## config.mk

```make
export PLATFORM = sky130hd
export DESIGN_NAME = cut_sweep_ctrl
export DESIGN_NICKNAME = d
export VERILOG_FILES = /design/src/rtl/cut_sweep_ctrl.sv
export SDC_FILE = /design/constraint.sdc
export NUM_CORES = 1
export LEC_CHECK = 0
export CELL_PAD_IN_SITES_DETAIL_PLACEMENT = 1
export CELL_PAD_IN_SITES_GLOBAL_PLACEMENT = 2
export CORE_MARGIN = 5
export CORE_UTILIZATION = 42
export DETAILED_ROUTE_END_ITERATION = 8
export PLACE_DENSITY_LB_ADDON = 0.25
export SETUP_SLACK_MARGIN = 0.3
export SYNTH_ARGS = -nofsm -noshare
export SYNTH_HDL_FRONTEND = slang
export SYNTH_SLANG_ARGS = --single-unit
```

## constraint.sdc

```tcl
create_clock -name clk -period 2.3 [get_ports clk]
set_input_delay 0.46 -clock clk [delete_from_list [all_inputs] [get_ports clk]]
set_output_delay 0.46 -clock clk [all_outputs]
set_load 0.01 [all_outputs]
```

## src/rtl/cut_sweep_ctrl.sv

```systemverilog
// cut_sweep_ctrl: steps a small combinational CUT through its input space
// (or one chosen vector), waits a programmable settle time per vector, then
// records the CUT outputs in a truth-table RAM and folds them into a MISR.
module cut_sweep_ctrl #(
   parameter int                N_IN   = 6,
   parameter int                N_OUT  = 4,
   parameter int                SETTLE = 2,
   parameter int                SIG_W  = 16,
   parameter logic [SIG_W-1:0]  POLY   = 16'h1021
) (
   input  logic              clk,
   input  logic              rst,
   input  logic              start,
   input  logic              mode,
   input  logic [N_IN-1:0]   vec_in,
   input  logic              abort,
   output logic [N_IN-1:0]   cut_x,
   input  logic [N_OUT-1:0]  cut_f,
   output logic              busy,
   output logic              done,
   output logic [SIG_W-1:0]  signature,
   input  logic [N_IN-1:0]   rd_addr,
   output logic [N_OUT-1:0]  rd_data
);

   localparam int              DEPTH  = 2 ** N_IN;
   localparam logic [N_IN-1:0] LAST_X = '1;
   localparam logic [N_IN-1:0] ONE_X  = N_IN'(1);
   localparam logic [7:0]      RELOAD = 8'(SETTLE - 1);

   typedef enum logic [1:0] {
      S_IDLE,
      S_SETTLE,
      S_CAPTURE,
      S_DONE
   } state_t;

   state_t            state_q, state_d;
   logic [7:0]        cnt_q, cnt_d;
   logic [N_IN-1:0]   cut_x_q, cut_x_d;
   logic              mode_q, mode_d;
   logic [SIG_W-1:0]  sig_q, sig_d;
   logic [N_OUT-1:0]  rd_data_q, rd_data_d;
   logic [SIG_W-1:0]  misr_next;
   logic              cap_we;

   // Truth-table storage; deliberately not reset so captured data survives aborts and resets.
   logic [N_OUT-1:0]  tt_mem [DEPTH];

   // One MISR step: shift left, fold the polynomial when the MSB falls out, inject the CUT outputs.
   always_comb begin
      misr_next = {sig_q[SIG_W-2:0], 1'b0}
                ^ (sig_q[SIG_W-1] ? POLY : '0)
                ^ SIG_W'(cut_f);
   end

   // Next-state logic for the sweep sequencer and its datapath registers.
   always_comb begin
      state_d = state_q;
      cnt_d   = cnt_q;
      cut_x_d = cut_x_q;
      mode_d  = mode_q;
      sig_d   = sig_q;
      cap_we  = 1'b0;
      case (state_q)
         S_IDLE: begin
            // abort wins over a coincident start
            if (start && !abort) begin
               state_d = S_SETTLE;
               mode_d  = mode;
               cut_x_d = mode ? vec_in : '0;
               sig_d   = '0;
               cnt_d   = RELOAD;
            end
         end
         S_SETTLE: begin
            if (abort) begin
               state_d = S_IDLE;
               cut_x_d = '0;
            end else if (cnt_q == 8'd0) begin
               state_d = S_CAPTURE;
            end else begin
               cnt_d = cnt_q - 8'd1;
            end
         end
         S_CAPTURE: begin
            // an abort here drops the pending capture: only completed vectors are recorded
            if (abort) begin
               state_d = S_IDLE;
               cut_x_d = '0;
            end else begin
               cap_we = 1'b1;
               sig_d  = misr_next;
               if (mode_q || (cut_x_q == LAST_X)) begin
                  state_d = S_DONE;
               end else begin
                  cut_x_d = cut_x_q + ONE_X;
                  cnt_d   = RELOAD;
                  state_d = S_SETTLE;
               end
            end
         end
         S_DONE: begin
            // cut_x keeps the last vector; start and abort have no effect here
            state_d = S_IDLE;
         end
         default: begin
            state_d = S_IDLE;
         end
      endcase
   end

   // Sequencer and datapath registers.
   always_ff @(posedge clk or posedge rst) begin
      if (rst) begin
         state_q <= S_IDLE;
         cnt_q   <= 8'd0;
         cut_x_q <= '0;
         mode_q  <= 1'b0;
         sig_q   <= '0;
      end else begin
         state_q <= state_d;
         cnt_q   <= cnt_d;
         cut_x_q <= cut_x_d;
         mode_q  <= mode_d;
         sig_q   <= sig_d;
      end
   end

   // Capture port of the truth table: the vector is stable for the whole window, so index by cut_x_q.
   always_ff @(posedge clk) begin
      if (cap_we) begin
         tt_mem[cut_x_q] <= cut_f;
      end
   end

   // Read port address decode; a same-cycle capture is not forwarded, so old data is returned.
   always_comb begin
      rd_data_d = tt_mem[rd_addr];
   end

   // Registered read data, one cycle after the address.
   always_ff @(posedge clk or posedge rst) begin
      if (rst) begin
         rd_data_q <= '0;
      end else begin
         rd_data_q <= rd_data_d;
      end
   end

   assign cut_x     = cut_x_q;
   assign busy      = (state_q == S_SETTLE) || (state_q == S_CAPTURE);
   assign done      = (state_q == S_DONE);
   assign signature = sig_q;
   assign rd_data   = rd_data_q;

endmodule

```

==> metrics.md, run 1 <==
| Metric | Value |
|---|---|
| Critical Path AT | roughly 1.6 ns |
| # hold bufs at CTS | 0 |
| Floorplan row count | 62 |
| Critical path peak fanout | 4 |
| Unique masters post-synth | 53 |
| Worst R2R Setup Slack | 0.35 ns |
| Hold_ws | ~0.34 ns |
| Grt ovf | 0 |
| ANT nets after route | 0 |
| Layout cells sized above 1 | 0.3030 |
| Post-synthesis net count | 739 |
| Clk_lat worst skew | about 0.54 ns |
| Syn Area/Cell | 17.15 µm² |
| # setup viols final | 0 |
| Post-synth EDFFs | 256 |
| GPL Wtd Cong | ~0.87 |
| Final worst path period share | 0.8771 |
| Die H | 180.1 µm |
| H-tree levels | 1 |
| Initial antenna violation count | 0 |
| Fin. max-slew vios | 0 |
| Post-layout util | 0.5287 |
| GRT Util Overall | 0.1882 |
| Routed wire length | around 31000 µm |
| Routed wire per std cell | 23.89 µm |
| Initial Util | 0.4247 |
| Vias in the first global route | 7786 |
| Post-synth top area cell | edfxtp_1 |
| Pin count of the biggest net entering global routing | 66 |
| 1st-iter DRT viols | ~490 |
| #FFs+latches synth | 293 |
| Synthesized area | 12160 µm² |
| # port buffers | between 40 and 50 |
| Most used flip-flop cell after synthesis | edfxtp_1 |
| Core area | 28630 µm² |
| Full die area | 32450 µm² |
| DP HPWL | ~21000 µm |
| Hold WC Path Type | input pin to async pin |
| Final net count | 907 |
| Post-synth top area share | 0.6323 |
| Tot Pwr | 13.66 mW |
| Slowest CP cell | dfrtp_1 |
| Setup CP Type | flop to primary output |
| Post-DR vias/cell | 5.496 |
| CP startpoint kind | flop |
| Rel. slew slack | 0.5070 |
| Maxcap violations | 0 |
| Clk pin slew, worst setup/hold paths | 0.06 ns |
| Ports | between 40 and 50 |
| Ant. Diodes | 0 |
| R2r startpoint | cut_x[4] |
| Number of synthesis warnings | 0 |
| Area delta synth->final | 24.48% |
| Min Tclk post-route | 2.017 ns |
| Critical Path, Cell by Cell | inv_2, ha_2, clkbuf_2 |
| Clock sink count | 293 |
| Fin. Hold Viols | 0 |
| Power per standard cell area | approximately 900 nW/µm² |
| Least-Margin Pin Slew | 0.7394 ns |
| Crit. End Element | primary output |
| Crit path max-delay family | flip-flops |
| DR WL met3 | 1701 µm |
| Met2 wire length | 15460 µm |
| Leakage | about 5.3 nW |
| 1st-pass router iterations | 5 |
| CP Buf/Inv Count | 2 |
| Root buf cell | clkbuf_16 |
| Final clock skew | 0.01279 ns |
| Vias | 7062 |
| Post-synthesis sequential area ratio | 0.7084 |
| DRC violations left | 0 |
| WL met1 | 12920 µm |
| Fmax | 0.4957 GHz |
| CTS buffer count | 30 |
| CTS tree | done |
| Outcome | finished, final reports clean |
| Wire length of the first global-routing pass | roughly 48000 µm |
| Max incr delay on CP | around 0.39 ns |
| Worst Path Required | around 1.8 ns |
| Die span in x | 180.1 µm |
| Area contributors post-synth | edfxtp_1 63%, mux4_2 9.3%, dfrtp_1 7.6% |
| Top Layer Used | met4 |
| Mapped Cells | 709 |
| Max IR drop VDD | 0.5492 mV |
| RSZ-0062 raised after global routing | true |
| Async set-reset flop share out of synthesis | 0.1263 |
| Setup crit start | state_q[0] |
| Max Root-Sink Buffers | 3 |
-- flip-flops by register name, indices dropped and copies added, names as in the netlist --
register,cells
cnt_q,8
rd_data,4
mode_q,1
tt_mem,256
state_q,2
signature,16
cut_x,6
-- logic make-up after synthesis --
group | after synthesis | synth area share
AOI/OAI and AO/OA | 90 | 0.05053
xor gates and xnor gates | 6 | 0.004322
adders and majority gates | 9 | 0.009262
buffers and inverters | 48 | 0.02192
DFF | 293 | 0.7084
muxes | 77 | 0.1339
and+or+nand+nor | 186 | 0.07163
-- cells in the mapped netlist (3+ instances only) --
master,number
a31oi_1,4
ha_1,9
buf_2,10
nand3_1,11
mux4_2,50
nor3b_1,3
o21ai_0,21
and3_1,3
edfxtp_1,256
mux2_2,3
o221ai_1,5
nor3_1,8
clkbuf_1,18
mux2i_1,10
nand2b_1,6
o22ai_1,12
or2_2,5
nor2_1,75
nor2b_1,6
inv_1,9
xnor2_1,6
nand3b_1,8
buf_4,3
or3_1,12
buf_6,4
o2bb2ai_1,5
a21oi_1,10
o31ai_1,7
nand2_1,42
a22oi_1,3
dfrtp_1,37
a21boi_0,6
mux4_1,14
-- placed cells by master (no fill, tap or decap), types with 10 or more instances in the layout --
cell and n:
nand2_1 42, a21oi_1 10, buf_4 113, clkbuf_16 31
mux4_2 50, clkdlybuf4s50_1 26, or3_1 12, o21ai_0 18
mux4_1 14, dfrtp_1 32, nand3_1 11, o22ai_1 12
mux2i_1 10, nor2_1 60, buf_12 13, edfxtp_1 256
nor2_2 13
-- per-stage QoR --
step / instances / TNS [ns] / worst slack [ns] / cell area [µm²]
2_1_floorplan: 709 / 0 / 0.2674 / 12220
3_3_place_gp: 1218 / -0.2176 / -0.1177 / 13920
3_5_place_dp: 1218 / -0.5372 / -0.1420 / 13920
4_1_cts: 1279 / 0 / 0.1219 / 15010
5_1_grt: 1285 / 0 / 0.2096 / 15130
6_report: 1285 / 0 / 0.2827 / 15130
-- final cells by class --
cell class	count	area, µm²
clock buffers	36	794.5
clock inverters	20	227.7
fillers	2663	13490
inverters	10	38.79
multi-input cells	368	3410
flip-flops and latches	293	8620
well taps	384	480.5
repair buffers	174	1564
-- tightest hold or removal path, cell delays in order --
cell and delay, ns:
clkdlybuf4s50_1 0.40, inv_1 0.05, buf_4 0.43
-- power breakdown --
| group | internal [mW] | total (mW) | switching (mW) |
|---|---|---|---|
| registers | 5.96 | 6.11 | 0.158 |
| logic | 1.08 | 2.54 | 1.45 |
| clock network | 3.02 | 5.01 | 2.00 |
| total | 10.1 | 13.7 | 3.61 |
-- routing by layer --
metal | global-route usage | up-vias
li1 | - | 3156
met1 | 0.2558 | 3648
met2 | 0.3176 | 206
met3 | 0.03452 | 52
met4 | 0.04749 | 0
met5 | 0 | -
-- repair_timing --
action | in CTS | in global routing
resized for setup | 21 | 36
buffers inserted | 5 | 6
pin swaps | 1 | 3
setup endpoints to repair | 201 | 78
-- final timing paths --
check                                 to  cells past startpoint
max                                 busy                      3
min                               mode_q                      3
max reg2reg                     cnt_q[5]                      8
min reg2reg                 signature[9]                      2
max in group asynchronous  signature[15]                      3
min in group clk            tt_mem[7][1]                      1
(Power assumes the default switching activity.)
==> run 2: changes to the inputs <==
CORE_MARGIN = 3   (was 5)
==> run 2 against run 1 <==
Die area shrank 4.4%. Clock skew decreased by 0.0018 ns. Routed wire length fell by 0.13%. Sequential power barely moved. Worst setup slack gained 0.019 ns. Fmax increased by 0.93%. Global-route usage increased by 1.2 points.
==> metrics.md, run 2 (synthesis gave the netlist of run 1 again) <==
| Metric | Value |
|---|---|
| Outcome | finished, final reports clean |
| Worst setup margin | 0.3013 ns |
| Post-place setup slack | -0.2798 ns |
| 1st-iter DRT viols | 558 |
| ANT nets after route | 0 |
| Die span in x | between 150 and 200 µm |
| GRT Util Overall | 0.1998 |
| Clk pin slew, worst setup/hold paths | 0.06 ns |
| Setup crit start | rd_addr[2] |
| Wire length of the first global-routing pass | 47480 µm |
| Area delta synth->final | 23.93% |
| Layout cells sized above 1 | 0.2980 |
| Routed wire per std cell | between 20 and 25 µm |
| Floorplan row count | 61 |
| Tot Pwr | 13.41 mW |
| Crit. End Element | flop |
| # port buffers | 48 |
| Die H | around 180 µm |
| H-tree levels | 1 |
| Final net count | between 900 and 1000 |
| Final clock skew | about 0.011 ns |
| Power per standard cell area | 890.0 nW/µm² |
| CTS tree | done |
| Register Area | between 8000 and 9000 µm² |
| Core area | ~28000 µm² |
| GPL Wtd Cong | 0.8280 |
| Most common cell after layout, fill and taps aside | edfxtp_1 |
| Critical path peak fanout | 15 |
| End of the worst register-to-register path | tt_mem[51][1] |
| DP HPWL | 21180 µm |
| Layout fillers | 2615 |
| Post-DR vias/cell | between 5 and 6 |
| Least-Margin Pin Slew | 0.8076 ns |
| Pin count of the biggest net entering global routing | 41 |
| DRC violations left | 0 |
| Multi-input gate area | 3443 µm² |
| R2R cell count | 7 |
| Vias in the first global route | just under 8000 |
| Min Tclk post-route | about 2 ns |
| Most frequent cells in the layout | 256 x edfxtp_1, 112 x buf_4, 61 x nor2_1 |
| Placed cells | 1213 |
| Ant. Diodes | 0 |
| Fin. max-slew vios | 0 |
| Clock sink count | 293 |
| Fmax | 0.5003 GHz |
| Max Root-Sink Buffers | 3 |
| Maxcap violations | 0 |
| Final worst path period share | 0.8690 |
| Hold WC Path Type | input pin to async pin |
| Worst R2R Setup Slack | 0.40 ns |
| Critical Path AT | 2.41 ns |
| Non-filler cells, final | 1274 |
| Grt ovf | 0 |
| Biggest register | tt_mem |
| Rel. slew slack | 0.4616 |
| Ports | 49 |
| Worst Path Required | 2.71 ns |
| Initial Util | 0.4317 |
| Root buf cell | clkbuf_16 |
| Largest register FFs | about 260 |
| Leakage | 5.359 nW |
| # hold bufs at CTS | 0 |
| Setup CP Type | input pin to flop |
| Hold_ws | around 0.26 ns |
| Fin. Hold Viols | 0 |
| Initial antenna violation count | 0 |
| Setup crit end | rd_data[0] |
| Max IR drop VDD | 0.7503 mV |
| RSZ-0062 raised after global routing | true |
| Full die area | 31030 µm² |
| Clk_lat worst skew | 0.54 ns |
| CP startpoint kind | input pin |
| R2r startpoint | state_q[0] |
| 1st-pass router iterations | 7 |
| # setup viols final | 0 |
| Routed wire length | 30660 µm |
| CTS buffer count | 30 |
| Vias | 7033 |
-- run 2: changes by cell type in the layout (fill, tap and decap cells not counted), sizes merged, moves of 2 or more --
cell | before | now
dlymetal6s2s | 7 | 11
clkbuf | 38 | 41
buf | 132 | 128
bufinv | 5 | 3
clkdlybuf4s50 | 26 | 23
-- run 2: layer usage --
metal  part of all wire  GRT usage  wire length [µm]  vias to the layer above
li1                   -          -                 -                     3149
met1               0.45     0.2844             13730                     3702
met2               0.50     0.3340             15220                      145
met3              0.039    0.02817              1196                       37
met4              0.017    0.03794               511                        0
met5                  0          0                 0                        -
-- run 2: worst min-delay path by stage --
stage	from	endpoint	cells after the start
floorplan	cnt_q[1]	cnt_q[1]	2
global placement	signature[13]	signature[13]	2
detailed placement	signature[10]	signature[10]	2
CTS	rst	signature[12]	2
global route	rst	signature[13]	2
finish	rst	signature[4]	2
-- run 2: stage by stage --
step	instance area [µm²]	utilization	TNS, ns
floorplan	12220	-	0
global placement	13900	0.4935	-4.538
detailed placement	13900	0.4935	-11.74
CTS	14920	0.5298	0
global route	15070	0.5350	0
finish	15070	0.5350	0
-- run 2: what timing repair did --
item	4_1_cts	5_1_grt
pin swaps	0	1
buffers inserted	3	3
setup endpoints to repair	212	243
gates resized for setup	16	36
-- run 2: final cells by class --
class / instances / share of cell area
inverter: 10 / 0.002574
multi-input combinational: 368 / 0.2285
timing repair buffer: 170 / 0.1006
clock inverter: 16 / 0.01021
tap: 378 / 0.03139
clock buffer: 39 / 0.05481
sequential: 293 / 0.5718
-- run 2: power breakdown --
part           internal, mW  leakage, nW  total (mW)  switching [mW]
logic                  1.03         2.08        2.51            1.47
clock network          2.85        0.486        4.82            1.97
registers              5.95         2.79        6.09           0.134
-- run 2: worst max-delay path, cell delays in order --
cell and delay (ns):
clkdlybuf4s50_1 0.52, buf_12 0.16, buf_4 0.21, mux4_2 0.34, mux2i_2 0.27, o22ai_1 0.12
o21ai_0 0.20, o21ai_0 0.12
==> run 3: changes to the inputs <==
RECOVER_POWER = 50   (was default)
==> run 3 against run 2 <==
The run now ends with capacitance limit, slew limit left. Global-route usage unchanged. Flip-flop and latch count unchanged. Via count increased by 0.18%. Sequential share of layout area increased by 0.31 points. Count of clock-buffer cells in the layout unchanged. Cell count unchanged. Cell area decreased by 0.53%. Register-to-register slack got worse by 0.12 ns. Largest cell class unchanged.
==> metrics.md, run 3 (synthesis gave the netlist of run 1 again) <==
| Metric | Value |
|---|---|
| Outcome | finished with violations |
| Failing checks | capacitance limit, slew limit |
| Max IR drop VDD | 0.7490 mV |
| Max Root-Sink Buffers | 3 |
| Register Area | 8616 µm² |
| 1st-pass router iterations | 5 |
| Rel. slew slack | -0.2961 |
| Most frequent cells in the layout | 256 x edfxtp_1, 102 x buf_4, 61 x nor2_1 |
| Vias | 7046 |
| Met1 global-route usage | 0.2844 |
| Ports | 49 |
| Vias in the first global route | 7721 |
| GR Layer Usage met3 | 0.02817 |
| Post-DR vias/cell | 5.531 |
| Hold WC Path Type | input pin to async pin |
| Crit path max-delay family | simple AND/OR/NAND/NOR gates |
| Fmax | 0.4948 GHz |
| Power per standard cell area | about 890 nW/µm² |
| # setup viols final | 0 |
| Grt ovf | 0 |
| Worst setup margin | 0.2788 ns |
| Floorplan row count | 61 |
| Root buf cell | clkbuf_16 |
| CTS tree | done |
| Setup CP Type | flop to flop |
| Critical Path, Cell by Cell | inv_1, ha_4, nor2b_1, nand3_1, or2_2, nor3_2, buf_4 |
| Busiest grt layer | met2 |
| Post-place setup slack | -0.2798 ns |
| Maxcap violations | 2 |
| Multi-input gate area | 3441 µm² |
| Fin. Hold Viols | 0 |
| Fin. max-slew vios | 62 |
| Clk_lat worst skew | 0.54 ns |
| GRT Util Overall | 0.1998 |
| ANT nets after route | 0 |
| DRC violations left | 0 |
| Sum Neg Setup Slack | 0 ns |
| Min Tclk post-route | about 2 ns |
| Routed wire per std cell | 23.99 µm |
| # port buffers | between 40 and 50 |
| 1st-iter DRT viols | 546 |
| Wire length of the first global-routing pass | 47480 µm |
| Biggest register | tt_mem |
| Worst Path Required | 2.56 ns |
| Clock sink count | about 300 |
| Most common cell after layout, fill and taps aside | edfxtp_1 |
| H-tree levels | 1 |
| DP HPWL | 21180 µm |
| Area delta synth->final | 23.27% |
| CP startpoint kind | flop |
| Final net count | 903 |
| Largest register FFs | 256 |
| Critical Path AT | between 2 and 2.5 ns |
| Initial antenna violation count | 0 |
| Slowest CP cell | dfrtp_1 |
| Ant. Diodes | 0 |
| CP Buf/Inv Count | 2 |
| Leakage | 5.140 nW |
| Layout fillers | 2626 |
| Clk pin slew, worst setup/hold paths | around 0.06 ns |
| Max incr delay on CP | around 0.39 ns |
| Final worst path period share | 0.8788 |
| Full die area | 31030 µm² |
| Routed wire length | 30570 µm |
| Layout cells sized above 1 | 0.2824 |
| Core area | 28160 µm² |
| Die span in x | between 150 and 200 µm |
| GPL Wtd Cong | 0.8280 |
| Least-Margin Pin Slew | 1.944 ns |
| Initial Util | 0.4317 |
| Final clock skew | 0.01344 ns |
| Met2 Use GR | 0.3340 |
| Post-layout util | 0.5321 |
| Pin count of the biggest net entering global routing | 41 |
| Crit. End Element | flop |
| RSZ-0062 raised after global routing | true |
| Die H | 176.1 µm |
| CTS buffer count | 30 |
| # hold bufs at CTS | 0 |
| Critical path peak fanout | 5 |
-- run 3: changes by cell type in the layout (fill, tap and decap cells not counted), moves of 3 or more --
cell	previous run	this run
buf_2	5	1
buf_4	112	102
clkbuf_1	6	18
clkbuf_2	2	5
clkdlybuf4s25_1	0	9
dlymetal6s2s_1	11	2
-- run 3: final timing paths --
| kind | endpoint | cells after the start | start | slack, ns |
|---|---|---|---|---|
| worst max-delay path | tt_mem[32][1] | 7 | state_q[0] | 0.28 |
| worst min-delay path | signature[13] | 2 | rst | 0.40 |
| worst max register to register | tt_mem[32][1] | 7 | state_q[0] | 0.28 |
| worst min register to register | signature[8] | 2 | signature[8] | 0.52 |
| max in group asynchronous | cut_x[2] | 3 | rst | 0.74 |
| min in group clk | signature[8] | 2 | signature[8] | 0.52 |
-- run 3: what timing repair did --
action	CTS	global route
buffers inserted	3	3
pin swaps	0	1
setup endpoints to repair	212	243
gates resized for setup	16	36
-- run 3: report_power, final --
| part | switching (mW) | total [mW] | leakage, nW | internal (mW) |
|---|---|---|---|---|
| combinational | 1.46 | 2.48 | 1.86 | 1.02 |
| sequential | 0.133 | 6.09 | 2.79 | 5.95 |
| clock | 1.97 | 4.82 | 0.486 | 2.85 |
| total | 3.56 | 13.4 | 5.14 | 9.83 |
-- run 3: routing by layer --
metal | part of all wire | routed length (µm) | vias up
met2 | 0.50 | 15300 | 150
met1 | 0.44 | 13530 | 3710
met3 | 0.040 | 1225 | 37
met4 | 0.017 | 507 | 0
li1 | - | - | 3149
met5 | 0 | 0 | -
-- run 3: worst reg2reg max path, delay by kind of cell (launching register included) --
family	cells	cell delay, ns
buffers and inverters	2	0.36
flip-flops	1	0.39
AND/OR/NAND/NOR	4	0.77
adder cells (fa/ha/maj)	1	0.22
-- run 3: area by class of cell --
cell class,count,share of cell area
clock inverters,16,0.01027
well taps,378,0.03156
repair buffers,170,0.09601
clock buffers,39,0.05510
flip-flops and latches,293,0.5749
inverters,10,0.002588
multi-input cells,368,0.2296
-- run 3: through the flow --
step	area [µm²]	total power, mW	cells	hold WS, ns
detailed placement	13900	8.526	1213	0.5161
CTS	14920	13.39	1271	0.2681
global route	14990	13.97	1274	0.4297
finish	14990	13.39	1274	0.3969
floorplan	12220	7.489	709	0.4867
global placement	13900	8.417	1213	0.4950
